==> config.mk <==
export PLATFORM = sky130hd
export DESIGN_NAME = screen_blitter
export DESIGN_NICKNAME = d
export VERILOG_FILES = /design/src/rtl/game_pkg.sv /design/src/rtl/raster_counter.sv /design/src/rtl/screen_blitter.sv
export SDC_FILE = /design/constraint.sdc
export NUM_CORES = 1
export LEC_CHECK = 0
export BUFFER_PORTS_ARGS = -buffer_cell sky130_fd_sc_hd__buf_4
export CORE_ASPECT_RATIO = 0.7
export CORE_MARGIN = 3
export CORE_UTILIZATION = 30
export DETAILED_ROUTE_END_ITERATION = 10
export GPL_ROUTABILITY_DRIVEN = 1
export GPL_TIMING_DRIVEN = 1
export PLACE_DENSITY = 0.5
export SLEW_MARGIN = 20
export SYNTH_ARGS = -nofsm -noshare
export SYNTH_HDL_FRONTEND = slang
export SYNTH_SLANG_ARGS = --single-unit
==> constraint.sdc <==
create_clock -name clk -period 2.49 [get_ports clk]
set_clock_uncertainty 0.15 [all_clocks]
set_input_delay 0.3735 -clock clk [delete_from_list [all_inputs] [get_ports clk]]
set_output_delay 0.3735 -clock clk [all_outputs]
set_load 0.005 [all_outputs]
==> src/rtl/game_pkg.sv <==
// rtl/game_pkg.sv - shared geometry, mode encoding and blitter state types
package game_pkg;

    localparam int SCREEN_W = 160;
    localparam int SCREEN_H = 120;
    localparam int SPRITE_W = 40;
    localparam int SPRITE_H = 40;

    localparam logic MODE_SCREEN = 1'b0;
    localparam logic MODE_SPRITE = 1'b1;

    localparam int COLOR_W = 3;

    typedef enum logic [1:0] {
        ST_IDLE  = 2'd0,
        ST_RUN   = 2'd1,
        ST_DRAIN = 2'd2,
        ST_DONE  = 2'd3
    } blit_state_t;

endpackage

==> src/rtl/raster_counter.sv <==
// rtl/raster_counter.sv - row-major col/row/address raster walk over a screen or sprite
module raster_counter
    import game_pkg::*;
(
    input  logic        clk,
    input  logic        rst,
    input  logic        clear_i,
    input  logic        en_i,
    input  logic        mode_i,
    output logic [7:0]  col_o,
    output logic [6:0]  row_o,
    output logic [14:0] addr_o,
    output logic        last_o
);

    logic [7:0]  col_q, col_d;
    logic [6:0]  row_q, row_d;
    logic [14:0] addr_q, addr_d;
    logic [7:0]  col_max;
    logic [6:0]  row_max;
    logic        col_end;
    logic        row_end;

    assign col_max = (mode_i == MODE_SPRITE) ? 8'(SPRITE_W - 1) : 8'(SCREEN_W - 1);
    assign row_max = (mode_i == MODE_SPRITE) ? 7'(SPRITE_H - 1) : 7'(SCREEN_H - 1);
    assign col_end = (col_q == col_max);
    assign row_end = (row_q == row_max);

    // Linear address just increments: row-major order makes it equal row*W+col.
    always_comb begin
        col_d  = col_q;
        row_d  = row_q;
        addr_d = addr_q;
        if (clear_i) begin
            col_d  = '0;
            row_d  = '0;
            addr_d = '0;
        end else if (en_i) begin
            addr_d = addr_q + 15'd1;
            if (col_end) begin
                col_d = '0;
                row_d = row_end ? 7'd0 : row_q + 7'd1;
            end else begin
                col_d = col_q + 8'd1;
            end
        end
    end

    always_ff @(posedge clk or posedge rst) begin
        if (rst) begin
            col_q  <= '0;
            row_q  <= '0;
            addr_q <= '0;
        end else begin
            col_q  <= col_d;
            row_q  <= row_d;
            addr_q <= addr_d;
        end
    end

    assign col_o  = col_q;
    assign row_o  = row_q;
    assign addr_o = addr_q;
    assign last_o = col_end && row_end;

endmodule

==> src/rtl/screen_blitter.sv <==
// rtl/screen_blitter.sv - rasters a screen or sprite from colour ROM into VGA plot writes
module screen_blitter #(
    parameter int                 ROM_LAT = 1,
    parameter int                 COLOR_W = 3,
    parameter logic [COLOR_W-1:0] KEY     = 3'b101
) (
    input  logic               clk,
    input  logic               reset,
    input  logic               start,
    input  logic               mode,
    input  logic               black,
    input  logic [7:0]         xInit,
    input  logic [6:0]         yInit,
    output logic [14:0]        romAddr,
    input  logic [COLOR_W-1:0] romData,
    output logic [7:0]         x,
    output logic [6:0]         y,
    output logic [COLOR_W-1:0] colour,
    output logic               plot,
    output logic               busy,
    output logic               done
);
    import game_pkg::*;

    localparam int L = ROM_LAT - 1;

    blit_state_t state_q, state_d;
    logic [1:0]  drain_q, drain_d;
    logic        mode_q;
    logic        black_q;
    logic [7:0]  x0_q;
    logic [6:0]  y0_q;

    logic        accept;
    logic [7:0]  col;
    logic [6:0]  row;
    logic [14:0] addr;
    logic        last;

    logic        pv_q [ROM_LAT];
    logic [8:0]  px_q [ROM_LAT];
    logic [7:0]  py_q [ROM_LAT];

    logic        in_bounds;
    logic        opaque;

    assign accept = (state_q == ST_IDLE) && start;

    raster_counter u_raster (
        .clk     (clk),
        .rst     (reset),
        .clear_i (accept),
        .en_i    (state_q == ST_RUN),
        .mode_i  (mode_q),
        .col_o   (col),
        .row_o   (row),
        .addr_o  (addr),
        .last_o  (last)
    );

    always_comb begin
        state_d = state_q;
        drain_d = drain_q;
        case (state_q)
            ST_IDLE: begin
                if (start) state_d = ST_RUN;
            end
            ST_RUN: begin
                if (last) begin
                    state_d = ST_DRAIN;
                    drain_d = '0;
                end
            end
            ST_DRAIN: begin
                if (drain_q == 2'(ROM_LAT - 1)) state_d = ST_DONE;
                else                            drain_d = drain_q + 2'd1;
            end
            ST_DONE: state_d = ST_IDLE;
            default: state_d = ST_IDLE;
        endcase
    end

    always_ff @(posedge clk or posedge reset) begin
        if (reset) begin
            state_q <= ST_IDLE;
            drain_q <= '0;
            mode_q  <= MODE_SCREEN;
            black_q <= 1'b0;
            x0_q    <= '0;
            y0_q    <= '0;
        end else begin
            state_q <= state_d;
            drain_q <= drain_d;
            if (accept) begin
                mode_q  <= mode;
                black_q <= black;
                x0_q    <= xInit;
                y0_q    <= yInit;
            end
        end
    end

    // Coordinates ride alongside the ROM read so they line up with romData.
    always_ff @(posedge clk or posedge reset) begin
        if (reset) begin
            for (int i = 0; i < ROM_LAT; i++) begin
                pv_q[i] <= 1'b0;
                px_q[i] <= '0;
                py_q[i] <= '0;
            end
        end else begin
            pv_q[0] <= (state_q == ST_RUN);
            px_q[0] <= {1'b0, x0_q} + {1'b0, col};
            py_q[0] <= {1'b0, y0_q} + {1'b0, row};
            for (int i = 1; i < ROM_LAT; i++) begin
                pv_q[i] <= pv_q[i-1];
                px_q[i] <= px_q[i-1];
                py_q[i] <= py_q[i-1];
            end
        end
    end

    assign in_bounds = (px_q[L] < 9'(SCREEN_W)) && (py_q[L] < 8'(SCREEN_H));
    assign opaque    = black_q || (mode_q == MODE_SCREEN) || (romData != KEY);

    assign romAddr = addr;
    assign x       = px_q[L][7:0];
    assign y       = py_q[L][6:0];
    assign plot    = pv_q[L] && in_bounds && opaque;
    assign colour  = (pv_q[L] && !black_q) ? romData : '0;
    assign busy    = (state_q == ST_RUN) || (state_q == ST_DRAIN);
    assign done    = (state_q == ST_DONE);

endmodule

==> run metrics <==
status complete, no violations; Arr. time, crit path 2.30 ns; CP Class flip-flop to flip-flop; layout cells sized above 1 21.4%; max-slew violations 0; post-CTS sizing 0; worst reg2reg endpoint u_raster.row_o[5]; vias after detailed routing 2704; CP Max Fanout 8; measured slew at the worst slew-check pin 0.495 ns; final antenna-violating net count 0; syn nets 420; R2R depth 6; Max Cap Viol 0; clk buf depth 2; syn avg cell area 9.85 um2; reg2reg start state_q[1]; Final Setup Violations 0; core area 11800 um2; PwrDens 1060 nW/um2; CTS buffer count 9; main flop type after synthesis dfrtp_1; sequential element share of the synthesized area 47.1%; Mapped Cells 372; HP Start xInit[2]; Initial DRT Pass Iterations 4; starting density of the core 31.0%; first-pass GRT wire length 13.2 mm; post-layout minimum cycle time 2.22 ns; initial DRC count 101; Layout fillers 1213; XOR/XNOR Fraction of Synth Area 6.93%; area grow syn2layout 23.0%; clk root buf clkbuf_16; wire per inst 13.4 um; Compound-Gate Fraction of Synth Area 9.84%; Post-Syn Area 3660 um2; vias in the first global route 2657; TritonCTS clock tree built; Worst-Skew Late Latency 0.33 ns; CP peak stage delay 0.43 ns; period utilization 89.2%; CTS H-tree lvls 3; synth warn 0; main combinational cell family by area after synthesis simple AND/OR/NAND/NOR gates; worst path bufs/invs 2; simple-gate share of the synthesized area 20.2%; GRT overflow 0; port buffer count 58; Synth cell types 47; IO Pins 59; Sum Neg Setup Slack 0 ns; Async SR Flop Fraction 100%; Reg2Reg Setup Slack 0.27 ns; GP Congestion 0.760; unrepaired setup endpoints after global routing no; Tot GR Track Use 12.2%; Final HPWL DP 5.60 mm; n_diodes 0; WHS Endpoint x0_q[2]; Worst-path clk slew 0.06 ns; Slew headroom 66.9%; Die Area 13600 um2; antenna violations before repair 0; worst hold slack 0.0829 ns; Critical Path End Type flip-flop; CP max-delay cell o31ai_4; Die Y 98.5 um; Critical Path Source Type flip-flop; hold path cells 3; pin count of the biggest net entering global routing 70; CTS Sinks 69; CP delay by family, top compound AO/OA/AOI/OAI gates; multiplexer share of the synthesized area 1.81%; f_max 0.450 GHz; Final Hold Fails 0; Worst path most repeated cell inv_1; Adder-Cell Fraction of Synth Area 8.95%; WP data required 2.57 ns; vias per inst 4.61; Cell Chain, Critical Path inv_1 > ha_1 > inv_1 > o31ai_4 > nand2_1 > o31ai_1; Setup WS post-layout 0.269 ns; HP Class primary input to flip-flop; Post-Route WL 7.87 mm; Horiz. Die Dim 138 um; DRC Markers 0; FF+latch count, synth 69; crit path from state_q[1]; leakage power 0.00218 uW; cell row count 33; worst vdd ir 503 uV; final core utilization 38.2%; number of synthesized flops with an enable pin 0; DP Worst Slack 0.256 ns; fin nets 472
==> state kept, by name (all words and copies together) (netlist names) <==
name and flops:
drain_q 2, mode_q 1, u_raster.col_o 8, u_raster.row_o 7
state_q 2, pv_q 1, x0_q 8, px_q 9
py_q 8, y0_q 7, black_q 1, u_raster.addr_o 15
==> metrics by stage <==
step | instance area [um2] | power [uW] | cells
after global placement | 4200 | 3550 | 569
after detailed placement | 4200 | 3580 | 569
after CTS | 4510 | 4870 | 586
final | 4510 | 4780 | 586
after global routing | 4510 | 5170 | 586
after floorplan | 3660 | 3060 | 372
==> logic make-up (layout without fill, tap and decap cells) <==
group / after synthesis / after routing
adder cells (fa/ha/maj): 25 / 25
AND/OR/NAND/NOR: 160 / 160
buffers and inverters: 35 / 92
AO/OA/AOI/OAI: 48 / 48
flip-flops: 69 / 69
multiplexers: 6 / 6
XOR/XNOR: 29 / 29
==> cell usage after synthesis, drive strengths merged (8+ instances only) <==
| cell type | number | area share, % |
|---|---|---|
| nor2 | 32 | 3.3 |
| a21oi | 13 | 2.1 |
| xnor2 | 11 | 2.6 |
| nand4 | 8 | 1.4 |
| xor2 | 18 | 4.3 |
| inv | 12 | 1.2 |
| nor3 | 8 | 1.1 |
| nand2 | 74 | 7.6 |
| dfrtp | 69 | 47 |
| buf | 19 | 3.5 |
| ha | 23 | 7.9 |
| nand3 | 14 | 1.9 |
| o21ai | 15 | 2.0 |
==> routing by layer <==
| metal | share of wire (%) | track usage [%] |
|---|---|---|
| met5 | 0 | 0 |
| met1 | 52 | 17.4 |
| met2 | 40 | 16.6 |
| met3 | 7.0 | 4.95 |
| met4 | 1.2 | 3.95 |
==> how the worst max path moves through the flow <==
stage | to | depth (start not counted)
detailed placement | u_raster.row_o[5] | 6
CTS | u_raster.row_o[5] | 6
global route | u_raster.addr_o[14] | 7
finish | u_raster.row_o[5] | 6
global placement | px_q[8] | 7
floorplan | black_q | 1
==> power by group <==
group | total [uW] | switching, uW | internal [uW] | leakage, uW
clock | 1250 | 455 | 799 | 0.000143
sequential | 1800 | 295 | 1500 | 0.000892
combinational | 1730 | 882 | 849 | 0.00115
==> placed cells by master, fill, tap and decap left out, drive strengths merged, types with 2 or more instances in the layout <==
cell type | Yosys | routed
a21o | 5 | 5
a21oi | 13 | 13
a31oi | 3 | 3
and2 | 4 | 4
and3 | 3 | 3
and4bb | 2 | 2
buf | 19 | 63
clkbuf | 4 | 12
clkinv | 0 | 2
dfrtp | 69 | 69
fa | 2 | 2
ha | 23 | 23
inv | 12 | 12
mux2 | 2 | 2
mux2i | 4 | 4
nand2 | 74 | 74
nand3 | 14 | 14
nand3b | 3 | 3
nand4 | 8 | 8
nor2 | 32 | 32
nor3 | 8 | 8
nor3b | 3 | 3
nor4 | 2 | 2
o211ai | 2 | 2
o21ai | 15 | 15
o31ai | 3 | 3
or3 | 2 | 2
xnor2 | 11 | 11
xor2 | 18 | 18
==> final cells by class <==
type                            count  area, um2  area share [%]
Clock inverter                      4       47.5            1.05
Clock buffer                       12        246            5.47
Inverter                           12       45.0           0.999
Timing Repair Buffer               64        495            11.0
Tap cell                          157        196            4.36
Sequential cell                    69       1730            38.3
Multi-Input combinational cell    268       1750            38.8
==> worst register-to-register path: stages, from the launching register on <==
cell and delay (ns):
dfrtp_1 0.41, inv_1 0.09, ha_1 0.33, inv_1 0.24, o31ai_4 0.43, nand2_1 0.18, o31ai_1 0.30
==> repair_timing <==
item                      4_1_cts  5_1_grt
hold endpoints to repair       50        0
hold buffers                    1        0
setup buffers                   0        0
No activity file was read; power rests on OpenSTA's default activity.
